## src/rtl/render_cmd_sequencer.sv

```systemverilog
// render_cmd_sequencer: buffers draw commands and replays each one as a series
// of renderer register writes (texture, x, y, optional colour, plot).
// Build option: define RENDER_SEQ_FIFO_EN for a FIFO_DEPTH-entry command FIFO;
// without it a single holding register buffers one command.
module render_cmd_sequencer #(
    parameter int unsigned FIFO_DEPTH = 4
) (
    input  logic        clk,
    input  logic        rst_n,
    input  logic        cmd_valid,
    output logic        cmd_ready,
    input  logic [6:0]  cmd_texture,
    input  logic [8:0]  cmd_x,
    input  logic [7:0]  cmd_y,
    input  logic [5:0]  cmd_color,
    input  logic        cmd_color_en,
    input  logic        cmd_bg,
    output logic [3:0]  master_address,
    output logic        master_write,
    output logic [31:0] master_writedata,
    input  logic        master_waitrequest,
    output logic        busy,
    output logic        done_pulse,
    output logic [15:0] cmds_done
);

`ifdef RENDER_SEQ_FIFO_EN
    localparam int unsigned BUF_DEPTH = FIFO_DEPTH;
`else
    localparam int unsigned BUF_DEPTH = 1;
`endif
    localparam int unsigned CNT_W = $clog2(BUF_DEPTH + 1);
    localparam int unsigned X_MAX = 319;
    localparam int unsigned Y_MAX = 239;

    localparam logic [3:0] ADDR_TEX  = 4'd4;
    localparam logic [3:0] ADDR_X    = 4'd1;
    localparam logic [3:0] ADDR_Y    = 4'd2;
    localparam logic [3:0] ADDR_COL  = 4'd7;
    localparam logic [3:0] ADDR_PLOT = 4'd6;

    // Depth must be a power of two so the FIFO pointers wrap naturally.
    if (FIFO_DEPTH < 2 || (FIFO_DEPTH & (FIFO_DEPTH - 1)) != 0) begin : g_bad_depth
        $error("FIFO_DEPTH must be a power of two and at least 2");
    end

    typedef struct packed {
        logic [6:0] texture;
        logic [8:0] x;
        logic [7:0] y;
        logic [5:0] color;
        logic       color_en;
        logic       bg;
    } cmd_t;

    typedef enum logic [2:0] {
        IDLE,
        W_TEX,
        W_X,
        W_Y,
        W_COL,
        W_PLOT
    } state_t;

    state_t           r_state;
    logic [CNT_W-1:0] r_count;
    logic [CNT_W-1:0] w_count_nxt;
    logic             w_push;
    logic             w_pop;
    logic             w_fsm_active_nxt;
    cmd_t             w_in;
    cmd_t             w_head;

    logic [8:0]       r_cur_x;
    logic [7:0]       r_cur_y;
    logic [5:0]       r_cur_color;
    logic             r_cur_color_en;
    logic             r_cur_bg;

    // Incoming command with coordinates clamped to the visible area.
    always_comb begin
        w_in.texture  = cmd_texture;
        w_in.x        = (cmd_x > 9'(X_MAX)) ? 9'(X_MAX) : cmd_x;
        w_in.y        = (cmd_y > 8'(Y_MAX)) ? 8'(Y_MAX) : cmd_y;
        w_in.color    = cmd_color;
        w_in.color_en = cmd_color_en;
        w_in.bg       = cmd_bg;
    end

    assign w_push = cmd_valid & cmd_ready;
    assign w_pop  = (r_state == IDLE) && (r_count != '0);

    // Next occupancy; simultaneous push and pop leave it unchanged.
    always_comb begin
        w_count_nxt = r_count;
        if (w_push && !w_pop) begin
            w_count_nxt = r_count + CNT_W'(1);
        end else if (!w_push && w_pop) begin
            w_count_nxt = r_count - CNT_W'(1);
        end
    end

    // Whether the FSM will be outside IDLE after this edge.
    always_comb begin
        w_fsm_active_nxt = 1'b1;
        if (r_state == IDLE) begin
            w_fsm_active_nxt = w_pop;
        end else if (r_state == W_PLOT && !master_waitrequest) begin
            w_fsm_active_nxt = 1'b0;
        end
    end

    // Occupancy and the registered ready/busy status derived from it.
    always_ff @(posedge clk) begin
        if (!rst_n) begin
            r_count   <= '0;
            cmd_ready <= 1'b0;
            busy      <= 1'b0;
        end else begin
            r_count   <= w_count_nxt;
            cmd_ready <= (w_count_nxt != CNT_W'(BUF_DEPTH));
            busy      <= w_fsm_active_nxt || (w_count_nxt != '0);
        end
    end

`ifdef RENDER_SEQ_FIFO_EN
    localparam int unsigned AW = $clog2(FIFO_DEPTH);

    cmd_t          r_mem [FIFO_DEPTH];
    logic [AW-1:0] r_wptr;
    logic [AW-1:0] r_rptr;

    assign w_head = r_mem[r_rptr];

    // FIFO pointers; reset flushes by realigning them.
    always_ff @(posedge clk) begin
        if (!rst_n) begin
            r_wptr <= '0;
            r_rptr <= '0;
        end else begin
            if (w_push) r_wptr <= r_wptr + AW'(1);
            if (w_pop)  r_rptr <= r_rptr + AW'(1);
        end
    end

    // FIFO storage.
    always_ff @(posedge clk) begin
        if (w_push) r_mem[r_wptr] <= w_in;
    end
`else
    cmd_t r_slot;

    assign w_head = r_slot;

    // Single holding register; only written while empty.
    always_ff @(posedge clk) begin
        if (w_push) r_slot <= w_in;
    end
`endif

    // Write sequencer: one register write per state, advancing when accepted.
    always_ff @(posedge clk) begin
        if (!rst_n) begin
            r_state          <= IDLE;
            master_write     <= 1'b0;
            master_address   <= '0;
            master_writedata <= '0;
            done_pulse       <= 1'b0;
            cmds_done        <= '0;
            r_cur_x          <= '0;
            r_cur_y          <= '0;
            r_cur_color      <= '0;
            r_cur_color_en   <= 1'b0;
            r_cur_bg         <= 1'b0;
        end else begin
            done_pulse <= 1'b0;
            case (r_state)
                IDLE: begin
                    if (w_pop) begin
                        r_state          <= W_TEX;
                        master_write     <= 1'b1;
                        master_address   <= ADDR_TEX;
                        master_writedata <= 32'(w_head.texture);
                        r_cur_x          <= w_head.x;
                        r_cur_y          <= w_head.y;
                        r_cur_color      <= w_head.color;
                        r_cur_color_en   <= w_head.color_en;
                        r_cur_bg         <= w_head.bg;
                    end
                end
                W_TEX: begin
                    if (!master_waitrequest) begin
                        if (r_cur_bg) begin
                            r_state          <= W_PLOT;
                            master_address   <= ADDR_PLOT;
                            master_writedata <= '0;
                        end else begin
                            r_state          <= W_X;
                            master_address   <= ADDR_X;
                            master_writedata <= 32'(r_cur_x);
                        end
                    end
                end
                W_X: begin
                    if (!master_waitrequest) begin
                        r_state          <= W_Y;
                        master_address   <= ADDR_Y;
                        master_writedata <= 32'(r_cur_y);
                    end
                end
                W_Y: begin
                    if (!master_waitrequest) begin
                        if (r_cur_color_en) begin
                            r_state          <= W_COL;
                            master_address   <= ADDR_COL;
                            master_writedata <= 32'(r_cur_color);
                        end else begin
                            r_state          <= W_PLOT;
                            master_address   <= ADDR_PLOT;
                            master_writedata <= '0;
                        end
                    end
                end
                W_COL: begin
                    if (!master_waitrequest) begin
                        r_state          <= W_PLOT;
                        master_address   <= ADDR_PLOT;
                        master_writedata <= '0;
                    end
                end
                W_PLOT: begin
                    if (!master_waitrequest) begin
                        r_state          <= IDLE;
                        master_write     <= 1'b0;
                        master_address   <= '0;
                        master_writedata <= '0;
                        done_pulse       <= 1'b1;
                        cmds_done        <= cmds_done + 16'd1;
                    end
                end
                default: begin
                    r_state      <= IDLE;
                    master_write <= 1'b0;
                end
            endcase
        end
    end

endmodule

```

## config.mk

```make
export PLATFORM = sky130hd
export DESIGN_NAME = render_cmd_sequencer
export DESIGN_NICKNAME = d
export VERILOG_FILES = /design/src/rtl/render_cmd_sequencer.sv
export SDC_FILE = /design/constraint.sdc
export NUM_CORES = 1
export LEC_CHECK = 0
export CORE_UTILIZATION = 35
export CTS_BUF_LIST = sky130_fd_sc_hd__clkbuf_4
export DETAILED_ROUTE_END_ITERATION = 7
export HOLD_SLACK_MARGIN = 0.03
export MAX_ROUTING_LAYER = met4
export PLACE_DENSITY = 0.7
export SETUP_SLACK_MARGIN = 0.3
export SLEW_MARGIN = 20
export SYNTH_ARGS = -nofsm -noshare
export SYNTH_HDL_FRONTEND = slang
export SYNTH_SLANG_ARGS = --single-unit
```

## constraint.sdc

```tcl
create_clock -name clk -period 1.85 [get_ports clk]
set_input_delay 0.37 -clock clk [delete_from_list [all_inputs] [get_ports clk]]
set_output_delay 0.37 -clock clk [all_outputs]
set_load 0.1 [all_outputs]
```

==> impl_metrics.json <==
{
  "finish.cell_count_without_fillers": 645,
  "postSynthCellCount": 391,
  "core_um2": 10800,
  "yosys_top_cell_by_area": "sky130_fd_sc_hd__dfxtp_1",
  "pre_cts_slack_ps": -287,
  "min_period_over_period": 0.874,
  "synth-seq-cells": 93,
  "finalWirelength_um": 9040,
  "critical_path_arrival_ps": 1920,
  "syn_to_final_growth_pct": 48.4,
  "mostFrequentLayoutCells": "sky130_fd_sc_hd__nand2_1, sky130_fd_sc_hd__dfxtp_1, sky130_fd_sc_hd__buf_4, sky130_fd_sc_hd__buf_12, sky130_fd_sc_hd__clkdlybuf4s50_1",
  "syn-cell-area_um2": 3890,
  "cts-root-to-sink-buffers": 2,
  "worst_hold_slack_ps": 469,
  "crit_path_time_final_ps": 1620,
  "root_buffer": "sky130_fd_sc_hd__clkbuf_4",
  "grt_max_degree": 39,
  "cts.sinks": 93,
  "final_critical_path_setup_slack_ps": 232,
  "antennaDiodeCount": 0,
  "die_area_um2": 11500,
  "holdCritPathClass": "register to register",
  "slowest_delay_ps": 470,
  "critical_path.max_fanout": 7,
  "clock.fmax_mhz": 618,
  "report.final.slew_viol_count": 0,
  "die_height_um": 107,
  "crit_path_start": "r_state[2]",
  "fin_worst_skew_ps": 33.5,
  "worstPathRequired_ps": 2150,
  "power.internal_mw": 2.90,
  "result_of_the_run": "complete, no violations",
  "numPlacedInstances": 596,
  "antenna_violating_nets_post_route": 0,
  "top_area_cells_in_the_synthesized_netlist": "sky130_fd_sc_hd__dfxtp_1, sky130_fd_sc_hd__edfxtp_1, sky130_fd_sc_hd__nand2_1",
  "maximum_ir_drop_on_the_vdd_rail_uv": 485,
  "clk_latency_ps": 440,
  "dr.pass1.iters": 6,
  "placement.io_buffers": 67,
  "clock_power_share": 0.242,
  "worst_setup_path_endpoint": "master_writedata[0]",
  "timing.setup.critical_path_class": "register to register",
  "final_hpwl_dp_um": 5760,
  "fillCellCount": 941,
  "nNetsFinal": 537,
  "placementRows": 38,
  "totalPowerFinal_mw": 4.45,
  "r2r_setup_slack_ps": 230,
  "crit_path_top_delay_cell": "sky130_fd_sc_hd__a222oi_1",
  "drc_marker_count_from_the_first_detailed_route_iteration": 197,
  "grt_setup_unrepaired": "yes",
  "cap_viol_max_count": 0,
  "cts_inserted_buffers": 9,
  "dieWidth_um": 107,
  "remaining_design_rule_violation_count": 0,
  "critical_path.endpoint_type": "register",
  "grt_overflow": 0,
  "crit_path_cell_trace": "buf_4 > clkbuf_16 > nor3_2 > buf_4 > a222oi_1 > a311oi_2",
  "gp_congestion": 0.778,
  "ios": 92,
  "drive_above_1_share": 0.309,
  "worst_path_most_repeated_cell": "sky130_fd_sc_hd__buf_4",
  "grt_first_pass_wirelength_um": 14000,
  "via_count_of_the_first_global_routing_pass": 2955,
  "rr_endpoint": "master_writedata[0]",
  "yosysSeqAreaShare": 0.561,
  "report.final.setup_viol": 0,
  "tritoncts": "yes",
  "grt_antenna_before_repair": 0,
  "power_frac_seq": 0.510,
  "synth.distinct_cells": 48,
  "combinationalPowerShare": 0.249,
  "yosys_most_used_dff": "sky130_fd_sc_hd__dfxtp_1",
  "timing_hold_violations_final": 0,
  "clk_pin_slew_ps": 170,
  "worst_r2r_startpoint": "r_state[2]",
  "route.detailed.vias_per_inst": 5.06,
  "htreeDepth": 3,
  "synth-edff-count": 32,
  "pwr_density_cell_nw_per_um2": 772,
  "swShare": 0.348,
  "floorplan.initialDensity": 0.359,
  "avgRoutedWirePerCell_um": 14.0,
  "route.vias.total": 3266,
  "mean_instance_size_in_the_synthesized_netlist_um2": 9.94,
  "mostFrequentLayoutCell": "sky130_fd_sc_hd__nand2_1",
  "timing.reg2reg.worst_path_depth": 6,
  "switchingPower_mw": 1.55,
  "synth_warnings": 0,
  "async_reset_ff_frac": 0,
  "grt_util_all_layers": 0.160,
  "synth_largest_type_area_fraction": 0.314,
  "p_leak_nw": 2.08,
  "cp-start-kind": "register",
  "cts.hold.buffers_added": 0
}
[cell families (layout without fill, tap and decap cells)]
family | count (synthesis) | count (layout) | share of synthesized area
AND/OR/NAND/NOR | 152 | 152 | 0.203
XOR/XNOR | 11 | 11 | 0.0248
multiplexers | 1 | 1 | 0.00257
flip-flops | 93 | 93 | 0.561
adder cells (fa/ha/maj) | 1 | 1 | 0.00322
other | 1 | 24 | 0.000965
buffers and inverters | 52 | 143 | 0.0756
AO/OA/AOI/OAI | 80 | 80 | 0.128
[repair_timing]
item	4_1_cts	5_1_grt
pin swaps	3	6
setup endpoints to repair	16	44
setup buffers	25	6
gates resized for setup	20	21
cloned	0	2
[state kept, by name, indices dropped and copies added (netlist names), 3 cells and up]
name	cells
r_state	3
r_cur_y	8
master_writedata	9
r_cur_x	9
master_address	3
r_cur_color	6
cmds_done	16
r_slot	32
[worst max-delay path: cells and delay by family (launching register included)]
| family | cells | cell delay (ps) |
|---|---|---|
| AO/OA/AOI/OAI | 2 | 640 |
| buffers and inverters | 3 | 410 |
| flip-flops | 1 | 410 |
| AND/OR/NAND/NOR | 1 | 40 |
[worst min-delay path by stage]
stage,from,endpoint,cells past startpoint
2_1_floorplan,r_cur_y[5],r_cur_y[5],2
3_3_place_gp,r_cur_y[3],r_cur_y[3],2
3_5_place_dp,r_cur_y[7],r_cur_y[7],2
4_1_cts,cmd_color[1],r_slot[3],1
5_1_grt,cmd_color[1],r_slot[3],1
6_report,r_cur_y[7],r_cur_y[7],2
[final cells by class]
class | instances | area, um2 | share of cell area
inverter | 4 | 21.3 | 0.00369
sequential | 93 | 2240 | 0.388
clock buffer | 9 | 67.6 | 0.0117
multi-input combinational | 269 | 1650 | 0.285
clock inverter | 7 | 75.1 | 0.0130
tap | 140 | 175 | 0.0304
timing repair buffer | 123 | 1550 | 0.268
[power by group through the flow]
stage               Clock (mW)  Combinational, mW  Sequential, mW
floorplan                    0              0.475            2.54
global route              1.19               1.16            2.28
finish                    1.08               1.11            2.27
detailed placement           0               1.02            2.31
CTS                       1.12               1.05            2.27
global placement             0               1.01            2.31
[Yosys cell counts, drive strengths merged (5+ instances only)]
cell type,number
nand2,62
edfxtp,32
a21oi,36
dfxtp,61
nor3,17
nor2b,5
nand2b,14
a311oi,7
o21ai,16
nand3,5
clkbuf,17
xnor2,8
a222oi,6
and2,5
buf,31
nor2,20
[metrics by stage]
step	util	area [um2]	setup TNS (ps)
2_1_floorplan	-	4060	0
4_1_cts	0.515	5580	0
6_report	0.532	5770	0
3_5_place_dp	0.476	5160	-3270
5_1_grt	0.532	5770	0
3_3_place_gp	0.476	5160	-2080
[metal layers]
layer,GRT usage,wire (um),vias up
met2,0.287,4790,156
met5,-,0,-
met1,0.181,3610,1538
met3,0.0351,573,10
li1,-,-,1562
met4,0.0382,70,0
Note: power is estimated with default switching activity, not from simulation.
